File: config.mk
export PLATFORM = sky130hd
export DESIGN_NAME = alu_result_sel_flat
export DESIGN_NICKNAME = d
export VERILOG_FILES = /design/src/rtl/alu_sel_pkg.sv /design/src/rtl/alu_result_sel_if.sv /design/src/rtl/alu_sel_skid.sv /design/src/rtl/alu_result_sel.sv /design/src/flat_wrapper.sv
export SDC_FILE = /design/constraint.sdc
export NUM_CORES = 1
export LEC_CHECK = 0
export CORE_MARGIN = 1
export CORE_UTILIZATION = 45
export CTS_CLUSTER_SIZE = 30
export DETAILED_ROUTE_END_ITERATION = 16
export HOLD_SLACK_MARGIN = 0.15
export PLACE_DENSITY = 0.82
export SLEW_MARGIN = 20
export SYNTH_ARGS = -nofsm -noshare
export SYNTH_HDL_FRONTEND = slang
export SYNTH_SLANG_ARGS = --single-unit
File: constraint.sdc
create_clock -name clk -period 4.95 [get_ports clk]
set_input_delay 1.485 -clock clk [delete_from_list [all_inputs] [get_ports clk]]
set_output_delay 1.485 -clock clk [all_outputs]
set_load 0.05 [all_outputs]
File: src/rtl/alu_sel_pkg.sv
// Shared opcode numbering and skid-buffer state type for the ALU result selector.
// Parity variant is enabled by defining ALU_SEL_PARITY_EN.
package alu_sel_pkg;

    localparam int OP_ADD  = 0;
    localparam int OP_SUB  = 1;
    localparam int OP_SHL  = 2;
    localparam int OP_SHR  = 3;
    localparam int OP_AND  = 4;
    localparam int OP_OR   = 5;
    localparam int OP_XOR  = 6;
    localparam int OP_NOT  = 7;
    localparam int OP_EQ   = 8;
    localparam int OP_GT   = 9;
    localparam int OP_LT   = 10;
    localparam int OP_MAX  = 11;
    localparam int OP_KR   = 12;

    localparam int NUM_OPS = 13;

    typedef enum logic [1:0] {
        EMPTY = 2'd0,
        ONE   = 2'd1,
        FULL  = 2'd2
    } skid_state_e;

endpackage

File: src/rtl/alu_result_sel_if.sv
// Valid/ready bundle between the result units and the ALU result register.
// out_par exists only when ALU_SEL_PARITY_EN is defined.
interface alu_result_sel_if #(
    parameter int NCH  = 13,
    parameter int W    = 4,
    parameter int SELW = 4,
    parameter int ECW  = 8
);
    logic [NCH*W-1:0] in_data;
    logic [SELW-1:0]  in_sel;
    logic             in_valid;
    logic             in_ready;
    logic [W-1:0]     out_data;
    logic             out_err;
    logic             out_valid;
    logic             out_ready;
    logic [ECW-1:0]   err_cnt;
`ifdef ALU_SEL_PARITY_EN
    logic             out_par;

    modport master (
        output in_data, in_sel, in_valid, out_ready,
        input  in_ready, out_data, out_err, out_valid,
        input  err_cnt, out_par
    );

    modport slave (
        input  in_data, in_sel, in_valid, out_ready,
        output in_ready, out_data, out_err, out_valid,
        output err_cnt, out_par
    );
`else
    modport master (
        output in_data, in_sel, in_valid, out_ready,
        input  in_ready, out_data, out_err, out_valid,
        input  err_cnt
    );

    modport slave (
        input  in_data, in_sel, in_valid, out_ready,
        output in_ready, out_data, out_err, out_valid,
        output err_cnt
    );
`endif

endinterface

File: src/rtl/alu_sel_skid.sv
// Generic 2-entry skid buffer: main entry drives the output, skid holds overflow.
// All handshake outputs are registered.
module alu_sel_skid
    import alu_sel_pkg::*;
#(
    parameter int PW = 5
) (
    input  logic          clk,
    input  logic          rst,
    input  logic          in_valid,
    output logic          in_ready,
    input  logic [PW-1:0] in_beat,
    output logic          out_valid,
    input  logic          out_ready,
    output logic [PW-1:0] out_beat
);

    skid_state_e   state_q, state_d;
    logic [PW-1:0] main_q, main_d;
    logic [PW-1:0] skid_q, skid_d;
    logic          in_ready_q, in_ready_d;
    logic          out_valid_q, out_valid_d;
    logic          acc;
    logic          pop;

    assign acc = in_valid & in_ready_q;
    assign pop = out_valid_q & out_ready;

    always_comb begin
        state_d = state_q;
        main_d  = main_q;
        skid_d  = skid_q;
        unique case (state_q)
            EMPTY: begin
                if (acc) begin
                    state_d = ONE;
                    main_d  = in_beat;
                end
            end
            ONE: begin
                if (acc && pop) begin
                    main_d  = in_beat;
                end else if (acc) begin
                    state_d = FULL;
                    skid_d  = in_beat;
                end else if (pop) begin
                    state_d = EMPTY;
                end
            end
            FULL: begin
                // in_ready is low here, so only a drain can happen
                if (pop) begin
                    state_d = ONE;
                    main_d  = skid_q;
                end
            end
            default: begin
                state_d = EMPTY;
            end
        endcase
        in_ready_d  = (state_d != FULL);
        out_valid_d = (state_d != EMPTY);
    end

    always_ff @(posedge clk or posedge rst) begin
        if (rst) begin
            state_q     <= EMPTY;
            main_q      <= '0;
            skid_q      <= '0;
            in_ready_q  <= 1'b1;
            out_valid_q <= 1'b0;
        end else begin
            state_q     <= state_d;
            main_q      <= main_d;
            skid_q      <= skid_d;
            in_ready_q  <= in_ready_d;
            out_valid_q <= out_valid_d;
        end
    end

    assign in_ready  = in_ready_q;
    assign out_valid = out_valid_q;
    assign out_beat  = main_q;

endmodule

File: src/rtl/alu_result_sel.sv
// Registered ALU result selector: decodes the opcode, buffers (result, err).
// Define ALU_SEL_PARITY_EN to carry an even-parity bit with each beat.
module alu_result_sel
    import alu_sel_pkg::*;
#(
    parameter int NCH  = NUM_OPS,
    parameter int W    = 4,
    parameter int SELW = 4,
    parameter int ECW  = 8
) (
    input logic             clk,
    input logic             rst,
    alu_result_sel_if.slave bus
);

`ifdef ALU_SEL_PARITY_EN
    localparam int PW = W + 2;
`else
    localparam int PW = W + 1;
`endif

    logic           legal;
    logic [W-1:0]   res;
    logic [PW-1:0]  beat_in;
    logic [PW-1:0]  beat_out;
    logic           in_ready;
    logic           acc;
    logic [ECW-1:0] err_cnt_q, err_cnt_d;

    always_comb begin
        res   = '0;
        legal = (int'(bus.in_sel) < NCH);
        for (int i = 0; i < NCH; i++) begin
            if (bus.in_sel == SELW'(i)) begin
                res = bus.in_data[i*W +: W];
            end
        end
    end

    // Illegal selects leave res at zero, so their parity is zero too
`ifdef ALU_SEL_PARITY_EN
    assign beat_in = {^res, ~legal, res};
`else
    assign beat_in = {~legal, res};
`endif

    alu_sel_skid #(
        .PW (PW)
    ) u_skid (
        .clk       (clk),
        .rst       (rst),
        .in_valid  (bus.in_valid),
        .in_ready  (in_ready),
        .in_beat   (beat_in),
        .out_valid (bus.out_valid),
        .out_ready (bus.out_ready),
        .out_beat  (beat_out)
    );

    assign acc = bus.in_valid & in_ready;

    always_comb begin
        err_cnt_d = err_cnt_q;
        if (acc && !legal && (err_cnt_q != '1)) begin
            err_cnt_d = err_cnt_q + ECW'(1);
        end
    end

    always_ff @(posedge clk or posedge rst) begin
        if (rst) begin
            err_cnt_q <= '0;
        end else begin
            err_cnt_q <= err_cnt_d;
        end
    end

    assign bus.in_ready = in_ready;
    assign bus.out_data = beat_out[W-1:0];
    assign bus.out_err  = beat_out[W];
    assign bus.err_cnt  = err_cnt_q;
`ifdef ALU_SEL_PARITY_EN
    assign bus.out_par  = beat_out[W+1];
`endif

endmodule

File: src/flat_wrapper.sv
// flat-port wrapper written by rule: the top's interface ports become plain ports
module alu_result_sel_flat import alu_sel_pkg::*;
#(
    parameter int NCH  = NUM_OPS,
    parameter int W    = 4,
    parameter int SELW = 4,
    parameter int ECW  = 8
)
  (clk, rst, bus_in_data, bus_in_sel, bus_in_valid, bus_out_ready, bus_in_ready, bus_out_data, bus_out_err, bus_out_valid, bus_err_cnt);
  alu_result_sel_if #(.NCH(NCH), .W(W), .SELW(SELW), .ECW(ECW)) bus_i ();
  input logic clk;
  input logic rst;
  input wire logic [$bits(bus_i.in_data)-1:0] bus_in_data;
  input wire logic [$bits(bus_i.in_sel)-1:0] bus_in_sel;
  input wire logic [$bits(bus_i.in_valid)-1:0] bus_in_valid;
  input wire logic [$bits(bus_i.out_ready)-1:0] bus_out_ready;
  output wire logic [$bits(bus_i.in_ready)-1:0] bus_in_ready;
  output wire logic [$bits(bus_i.out_data)-1:0] bus_out_data;
  output wire logic [$bits(bus_i.out_err)-1:0] bus_out_err;
  output wire logic [$bits(bus_i.out_valid)-1:0] bus_out_valid;
  output wire logic [$bits(bus_i.err_cnt)-1:0] bus_err_cnt;
  assign bus_i.in_data = bus_in_data;
  assign bus_i.in_sel = bus_in_sel;
  assign bus_i.in_valid = bus_in_valid;
  assign bus_i.out_ready = bus_out_ready;
  assign bus_in_ready = bus_i.in_ready;
  assign bus_out_data = bus_i.out_data;
  assign bus_out_err = bus_i.out_err;
  assign bus_out_valid = bus_i.out_valid;
  assign bus_err_cnt = bus_i.err_cnt;
  alu_result_sel #(.NCH(NCH), .W(W), .SELW(SELW), .ECW(ECW)) u_core (.clk(clk), .rst(rst), .bus(bus_i));
endmodule
-- Yosys cells after proc, flatten, opt, wreduce, memory -nomap -nowiden
Index checks and enable logic that the tools add are counted.
- $add $sub $neg: 1
- magnitude comparators: 1
- equality and inequality tests: 19
- multiplexer cells: 23
- bitwise logic cells: 4
- reductions and logical operators: 10
- operator list (cell ; count):
    $mux W4 ; 13
    $eq A4 B4 Y1 const B ; 5
    $eq A4 B3 Y1 const B ; 4
    $mux W5 ; 3
    $pmux W5 S3 ; 1
    $mux W2 ; 5
    $add A8 B1 Y8 const B ; 1
    $eq A4 B2 Y1 const B ; 2
    $ne A8 B8 Y1 const B ; 1
    $ne A2 B2 Y1 const B ; 3
    $pmux W2 S3 ; 1
    $eq A4 B1 Y1 const B ; 1
    $logic_not A4 Y1 ; 1
    $lt A4 B4 Y1 const B ; 1
    $reduce_and A4 Y1 ; 1
    $logic_and A1 B1 Y1 ; 3
    $reduce_and A3 Y1 ; 1
    $reduce_bool A3 Y1 ; 1
    $and A1 B1 Y1 ; 2
    $eq A2 B1 Y1 const B ; 1
    $eq A2 B2 Y1 const B ; 1
    $logic_not A2 Y1 ; 1
    $ne A2 B1 Y1 const B ; 1
    $not A1 Y1 ; 2
    2 further kinds ; 2
- register bits after elaboration: 22
- bits of input ports: 60
- output and inout bits: 15
- logic and storage cells: 64

-- Longest topological paths before layout
Gate-level depths: netlist of the first run.
- depth in word-level cells: 16
- depth in mapped cells: 8

-- By module
From an unflattened synthesis of the first run, not the netlist that was laid out.
- cells, all modules: 175
- area total of the unflattened synthesis: 1734.2 um2
- by module, submodules not included (module ; instances ; cells an instance ; area each (um2)):
    alu_result_sel ; 1 ; 128 ; 1037.2
    alu_sel_skid ; 1 ; 47 ; 696.9

-- Worst setup path after synthesis of the first run
No wires, ideal clock.
- path type: in2reg
- start point: in bus_in_sel[0]
- end point: reg u_core.u_skid.main_q[0], in the netlist u_core.u_skid.out_beat[0]
- library setup time: 0.143 ns
- arrival: 2.826 ns
- data required time: 4.807 ns
- path slack: 1.981 ns
- stages on the path: 6
- cells stage by stage: buf_4 or4b_4 o32ai_4 nor3_1 o41ai_2 a211oi_1
- longest elaborated chain between the ends: 16
- elaborated cells on any way between the ends: 29
- classes of those cells: eq/ne (12); mux (16); reduce/logical (1)
- RTL lines (item ; RTL line ; source):
    start: declaration ; flat_wrapper.sv:14 ; input wire logic [$bits(bus_i.in_sel)-1:0] bus_in_sel;
    $logic_not A4 Y1 ; alu_result_sel.sv:34 ; if (bus.in_sel == SELW'(i)) begin
    $mux W4 (12 in a row) ; alu_result_sel.sv:34 ;
    $mux W4 * ; alu_result_sel.sv:34 ;
    $mux W5, on equally long branches ; alu_sel_skid.sv:41, alu_sel_skid.sv:35 ;
    $pmux W5 S3 * ; alu_sel_skid.sv:33 ; unique case (state_q)
    end signal: assignment ; alu_sel_skid.sv:74 ; main_q <= main_d;
    end: declaration ; alu_sel_skid.sv:19 ; logic [PW-1:0] main_q, main_d;
Mark *: on every way between the ends. The rest lies on a longest branch, timed or not. The select of a mux whose other input is x is not followed.
A chain may end at the register's enable or synchronous reset.

-- Worst setup path after layout of the first run
- start point: in bus_in_sel[3]
- end point: reg u_core.u_skid.main_q[0], in the netlist u_core.u_skid.out_beat[0]
The elaborated chain is that of the path after synthesis.

==> flow_summary.toml, run 1 <==
[global_route]
antenna_found_initial = 0
grt_pass1_vias = 1638
grt_first_pass_wirelength_mm = 7.73
grt_max_degree = 27
overflow = 0
grt_usage = 0.239

[setup_path]
path_max_fanout = 21
reg2reg_depth = 6
slowest_delay_ns = 0.88
cp_data_required_time_ns = 5.08
criticalPathCategory = "in -> reg"
critPathArrivalTime_ns = 3.70
r2r_end = "u_core.bus.err_cnt[5]$_DFFE_PP0P_"
path_cells = "clkdlybuf4s50_1 > or4b_4 > o32ai_4 > nor3_1 > o41ai_2 > a211oi_1"
critPathSlowestCell = "clkdlybuf4s50_1"
r2r_setup_slack_ns = 2.98
r2r_start = "u_core.bus.err_cnt[0]$_DFFE_PP0P_"
path_delay_family = "buffers and inverters"
start_kind = "input port"
critPathBufInv = 1
endpoint_kind = "flop"

[sta]
slew-limit-headroom = 0.470
max_freq_ghz = 0.280
fin_crit_sh = 0.721
setup_violations = 0
final_hold_viol_count = 0
drv_slew = 0
skew_ns = 0.00317
whs_ns = 0.494
rsz0062_at_grt = "false"
tightest_slew_ns = 0.795
finalCriticalPeriod_ns = 3.57
tns_ns = 0

[placement]
numPortBuffers = 74
hpwl_mm = 3.53
gp_congestion = 0.868

[drt]
viasPerCell = 5.70
drt_iter0_drc = 123
wirelength_mm = 4.65
drt-pass1-iter-count = 12
final_antenna_net_count = 0
drc_errors = 1
vias = 1760
wl_per_cell_um = 15.0

[final_layout]
final_common_cell = "clkdlybuf4s50_1"
mostFrequentLayoutCells = "clkdlybuf4s50_1 (74), dfrtp_1 (21), nand2_1 (16)"
synthToLayoutAreaGrowth_pct = 47.0
drive_above_1_share = 0.0766
multi_input_area_um2 = 1060
antenna_cells = 0
final_nets = 323
n_fill_cell = 295
final-seq-area_um2 = 552

[min_path]
min_path_cells = 2
min_from = "u_core.u_skid.skid_q[0]$_DFFE_PP0P_"
hold_end = "u_core.u_skid.skid_q[0]$_DFFE_PP0P_"
hold_path_class = "reg -> reg"

[status]
violations = "design-rule violations"
status = "finished with violations"

[yosys]
synth_fp_nets = 253
syn_avg_cell_area_um2 = 8.90
netlist_instances = 192
synth-compound-area-share = 0.277
synth_fa_ha_area_frac = 0.00732
synth_edf_count = 0
ys_warn_count = 0
synth.distinct_cells = 56
netlist_area_um2 = 1710
synth.area.mux_share = 0.0688
ys.flop_type = "dfrtp_1"
synth-seq-cells = 22
synth_top_family_by_area = "compound AO/OA/AOI/OAI gates"
synthSimpleGateAreaFrac = 0.224
synth_xor_area_frac = 0.0410
synthArstFlopShare = 1.00
ys_seq_area_frac = 0.323

[floorplan]
core_area_um2 = 3660
rows = 22
die_area_um2 = 4050
die_height_um = 63.6
start_util = 0.467
floorplan.io_pins = 75
fp.dieW_um = 63.6

[pwr]
power_leakage_nw = 0.979
p_per_area_nw_per_um2 = 385
ir_worst_vdd_mv = 0.361

[clock_tree]
htree_levels = 1
clockRootBuffer = "clkbuf_8"
path_clk_slew_ns = 0.08
cts.repair.resized = 0
cts_tree = "done"
clock_sinks = 22
clock_path_buffers = 2
hold_buffers = 0
cts_buffers = 3
cts_setup_buffers = 0
clock_latency_ns = 0.26

[job]
drv_cap = 0
-- cell families (layout without fill, tap and decap cells) --
kind of cell | count (synthesis) | count (layout)
DFF | 22 | 22
adders and majority gates | 1 | 1
and+or+nand+nor | 70 | 70
buffers and inverters | 20 | 89
AOI/OAI and AO/OA | 60 | 60
muxes | 11 | 11
xor gates and xnor gates | 8 | 8
-- state kept, by name, indices dropped and copies added, names as in the netlist --
name,cells
u_core.bus.err_cnt,8
u_core.u_skid.in_ready,1
u_core.u_skid.out_beat,5
u_core.u_skid.out_valid,1
u_core.u_skid.skid_q,5
u_core.u_skid.state_q,2
-- worst min-delay path, stage by stage, from the launching register on --
cell and delay [ns]:
dfrtp_1 0.35, nand2_1 0.05, o21ai_1 0.06
-- report_power, final --
part           internal (mW)  switching, mW  leakage, nW
registers              0.256         0.0599        0.274
clock network         0.0709         0.0572       0.0288
logic                  0.207          0.315        0.676
total                  0.535          0.432        0.979
-- cell usage after synthesis, types with 2 or more instances --
| cell type | count | area [µm²] |
|---|---|---|
| o2bb2ai_1 | 2 | 17.5 |
| xor2_1 | 3 | 26.3 |
| nor2b_1 | 6 | 37.5 |
| nand2_1 | 16 | 60.1 |
| a211oi_1 | 4 | 30.0 |
| o211ai_1 | 2 | 15.0 |
| nor2_1 | 14 | 52.6 |
| a211o_1 | 4 | 35.0 |
| and2_1 | 2 | 12.5 |
| nand3_1 | 6 | 30.0 |
| nand4_1 | 2 | 12.5 |
| nand3b_1 | 3 | 22.5 |
| o2111ai_1 | 2 | 17.5 |
| o21bai_1 | 3 | 22.5 |
| o21ai_0 | 11 | 55.1 |
| buf_2 | 6 | 30.0 |
| a21oi_1 | 6 | 30.0 |
| mux2i_1 | 5 | 50.1 |
| and4_1 | 2 | 17.5 |
| a31oi_1 | 2 | 12.5 |
| inv_1 | 9 | 33.8 |
| nor3_1 | 5 | 25.0 |
| xnor2_1 | 5 | 43.8 |
| mux2_2 | 6 | 67.6 |
| nand2b_1 | 7 | 43.8 |
| o21ai_1 | 2 | 10.0 |
| a32o_1 | 3 | 30.0 |
| o22ai_1 | 2 | 12.5 |
| a32oi_1 | 3 | 26.3 |
| dfrtp_1 | 21 | 526 |
| buf_4 | 3 | 22.5 |
-- worst max path at each step --
stage | cells after the start | endpoint | from | slack, ns
3_5_place_dp | 6 | u_core.u_skid.out_beat[0]$_DFFE_PP0P_ | bus_in_sel[3] | 1.12
4_1_cts | 6 | u_core.u_skid.out_beat[0]$_DFFE_PP0P_ | bus_in_sel[3] | 1.40
2_1_floorplan | 6 | u_core.u_skid.out_beat[0]$_DFFE_PP0P_ | bus_in_sel[0] | 1.98
5_1_grt | 6 | u_core.bus.err_cnt[5]$_DFFE_PP0P_ | bus_in_sel[2] | 1.09
3_3_place_gp | 6 | u_core.u_skid.out_beat[0]$_DFFE_PP0P_ | bus_in_sel[3] | 1.18
6_report | 6 | u_core.u_skid.out_beat[0]$_DFFE_PP0P_ | bus_in_sel[3] | 1.38
-- per-layer routing --
layer  routed length (µm)  track usage  vias to the layer above
met3                  216       0.0453                        7
met1                 2180        0.330                      837
met4                   50       0.0426                        0
li1                     -            -                      865
met2                 2200        0.390                       51
met5                    0            0                        -
-- per-stage QoR --
step                      area, µm²  utilization  std cells  worst slack (ns)  total power, mW
after global routing           2510        0.686        309              1.09             1.03
after CTS                      2510        0.686        309              1.40            0.971
final                          2510        0.686        309              1.38            0.967
after global placement         2460        0.671        305              1.18            0.831
after floorplan                1710            -        192              1.98            0.653
after detailed placement       2460        0.671        305              1.12            0.843
-- area by class of cell --
type                       instances  area share
inverter                           9      0.0134
clock buffer                       4      0.0219
sequential                        22       0.220
timing repair buffer              76       0.301
tap                               48      0.0239
multi-input combinational        150       0.420
(Power assumes the default switching activity.)
==> run 2, diff against run 1 <==
--- a/config.mk
+++ b/config.mk
@@ -6,11 +6,11 @@
 export NUM_CORES = 1
 export LEC_CHECK = 0
 export CORE_MARGIN = 1
-export CORE_UTILIZATION = 45
+export CORE_UTILIZATION = 42
 export CTS_CLUSTER_SIZE = 30
 export DETAILED_ROUTE_END_ITERATION = 16
 export HOLD_SLACK_MARGIN = 0.15
-export PLACE_DENSITY = 0.82
+export PLACE_DENSITY = 0.77
 export SLEW_MARGIN = 20
 export SYNTH_ARGS = -nofsm -noshare
 export SYNTH_HDL_FRONTEND = slang
==> constraint.sdc (replaced) <==
create_clock -name clk -period 3.45 [get_ports clk]
set_input_delay 1.035 -clock clk [delete_from_list [all_inputs] [get_ports clk]]
set_output_delay 1.035 -clock clk [all_outputs]
set_load 0.05 [all_outputs]
==> flow_summary.toml, run 2 (synthesis results as in run 1) <==
[setup_path]
critPathSlowestCell = "clkdlybuf4s50_1"
start_kind = "input port"
r2r_setup_slack_ns = 1.49
endpoint_kind = "flop"
path_delay_family = "buffers and inverters"
critPathArrivalTime_ns = 3.01
cp_data_required_time_ns = 3.57
path_cells = "clkdlybuf4s50_1 > buf_4 > mux2_2 > a32o_1 > o211ai_1 > and4_1 > a221oi_1"
r2r_end = "u_core.bus.err_cnt[7]$_DFFE_PP0P_"
path_max_fanout = 15
critPathBufInv = 2
reg2reg_depth = 6
r2r_start = "u_core.bus.err_cnt[0]$_DFFE_PP0P_"
slowest_delay_ns = 0.66
criticalPathCategory = "in -> reg"

[pwr]
ir_worst_vdd_mv = 0.398
power_leakage_nw = 0.998
p_per_area_nw_per_um2 = 550

[drt]
drc_errors = 0
drt-pass1-iter-count = 4
viasPerCell = 5.75
wirelength_mm = 4.90
final_antenna_net_count = 0
wl_per_cell_um = 15.7
drt_iter0_drc = 119
vias = 1799

[final_layout]
synthToLayoutAreaGrowth_pct = 48.8
drive_above_1_share = 0.0906
final_nets = 327
antenna_cells = 0
final_common_cell = "clkdlybuf4s50_1"
mostFrequentLayoutCells = "clkdlybuf4s50_1 (74), dfrtp_1 (21), nand2_1 (16)"
n_fill_cell = 338
final_util = 0.674
stdcell_area_um2 = 2540
largest_reg_flops = 8

[global_route]
grt_first_pass_wirelength_mm = 8.19
overflow = 0
grt_pass1_vias = 1743
grt_usage = 0.247
antenna_found_initial = 0
grt_max_degree = 23

[clock_tree]
clock_latency_ns = 0.26
hold_buffers = 0
clock_sinks = 22
cts.repair.resized = 0
path_clk_slew_ns = 0.08
htree_levels = 1
cts_tree = "done"
clock_path_buffers = 2
clockRootBuffer = "clkbuf_8"
cts_setup_buffers = 0
cts_buffers = 3

[placement]
placed_area_um2 = 2490
gp_congestion = 0.891
numPortBuffers = 74
hpwl_mm = 3.81

[sta]
final_hold_viol_count = 0
fin_crit_sh = 0.837
skew_ns = 0.00123
drv_slew = 0
tns_ns = 0
rsz0062_at_grt = "false"
finalCriticalPeriod_ns = 2.89
slew-limit-headroom = 0.447
tightest_slew_ns = 0.829
max_freq_ghz = 0.346
setup_violations = 0

[min_path]
min_path_cells = 2
hold_path_class = "reg -> reg"
min_from = "u_core.u_skid.skid_q[2]$_DFFE_PP0P_"
hold_end = "u_core.u_skid.skid_q[2]$_DFFE_PP0P_"

[status]
status = "complete, no violations"

[floorplan]
die_height_um = 65.8
rows = 22
floorplan.io_pins = 75
fp.dieW_um = 65.8
start_util = 0.453
core_area_um2 = 3770
die_area_um2 = 4330

[job]
drv_cap = 0
==> run 2: cell count changes in the layout (fill, tap and decap cells not counted) <==
cell | before | now
buf_4 | 2 | 6
==> run 2: routing by layer <==
layer | part of all wire | global-route usage
met1 | 0.45 | 0.343
met2 | 0.48 | 0.393
met3 | 0.055 | 0.0448
met5 | 0 | 0
met4 | 0.016 | 0.0625
==> run 2: worst max-delay path by stage <==
stage,startpoint,to,cells after the start
detailed placement,bus_in_sel[2],u_core.bus.err_cnt[7]$_DFFE_PP0P_,7
floorplan,bus_in_sel[0],u_core.u_skid.out_beat[0]$_DFFE_PP0P_,6
CTS,bus_in_sel[1],u_core.u_skid.out_beat[2]$_DFFE_PP0P_,7
global route,bus_in_sel[2],u_core.bus.err_cnt[7]$_DFFE_PP0P_,7
finish,bus_in_sel[1],u_core.u_skid.out_beat[2]$_DFFE_PP0P_,7
global placement,bus_in_sel[1],u_core.u_skid.out_beat[2]$_DFFE_PP0P_,7
==> run 2: power breakdown <==
part / switching, mW / internal [mW]
logic: 0.456 / 0.300
registers: 0.0862 / 0.368
clock network: 0.0866 / 0.102
total: 0.629 / 0.770
==> run 2: final cells by class <==
| class | instances | area [µm²] | share of cell area |
|---|---|---|---|
| sequential | 22 | 552 | 0.217 |
| timing repair buffer | 80 | 786 | 0.309 |
| tap | 48 | 60.1 | 0.0236 |
| multi-input combinational | 150 | 1060 | 0.415 |
| inverter | 9 | 33.8 | 0.0133 |
| clock buffer | 4 | 55.1 | 0.0217 |
==> run 2: through the flow <==
step	hold slack, ns	setup slack, ns	instances	power, mW
after detailed placement	0.479	0.294	309	1.21
after global placement	0.466	0.306	309	1.20
after floorplan	0.450	0.931	192	0.937
after CTS	0.497	0.575	313	1.40
final	0.493	0.561	313	1.40
after global routing	0.525	0.390	313	1.49
==> run 2: worst reg2reg max path: stages, from the launching register on <==
cell      delay, ns
dfrtp_1        0.44
ha_1           0.26
and2_1         0.17
a311oi_2       0.52
nand3_1        0.17
nor2_1         0.16
xor2_1         0.16
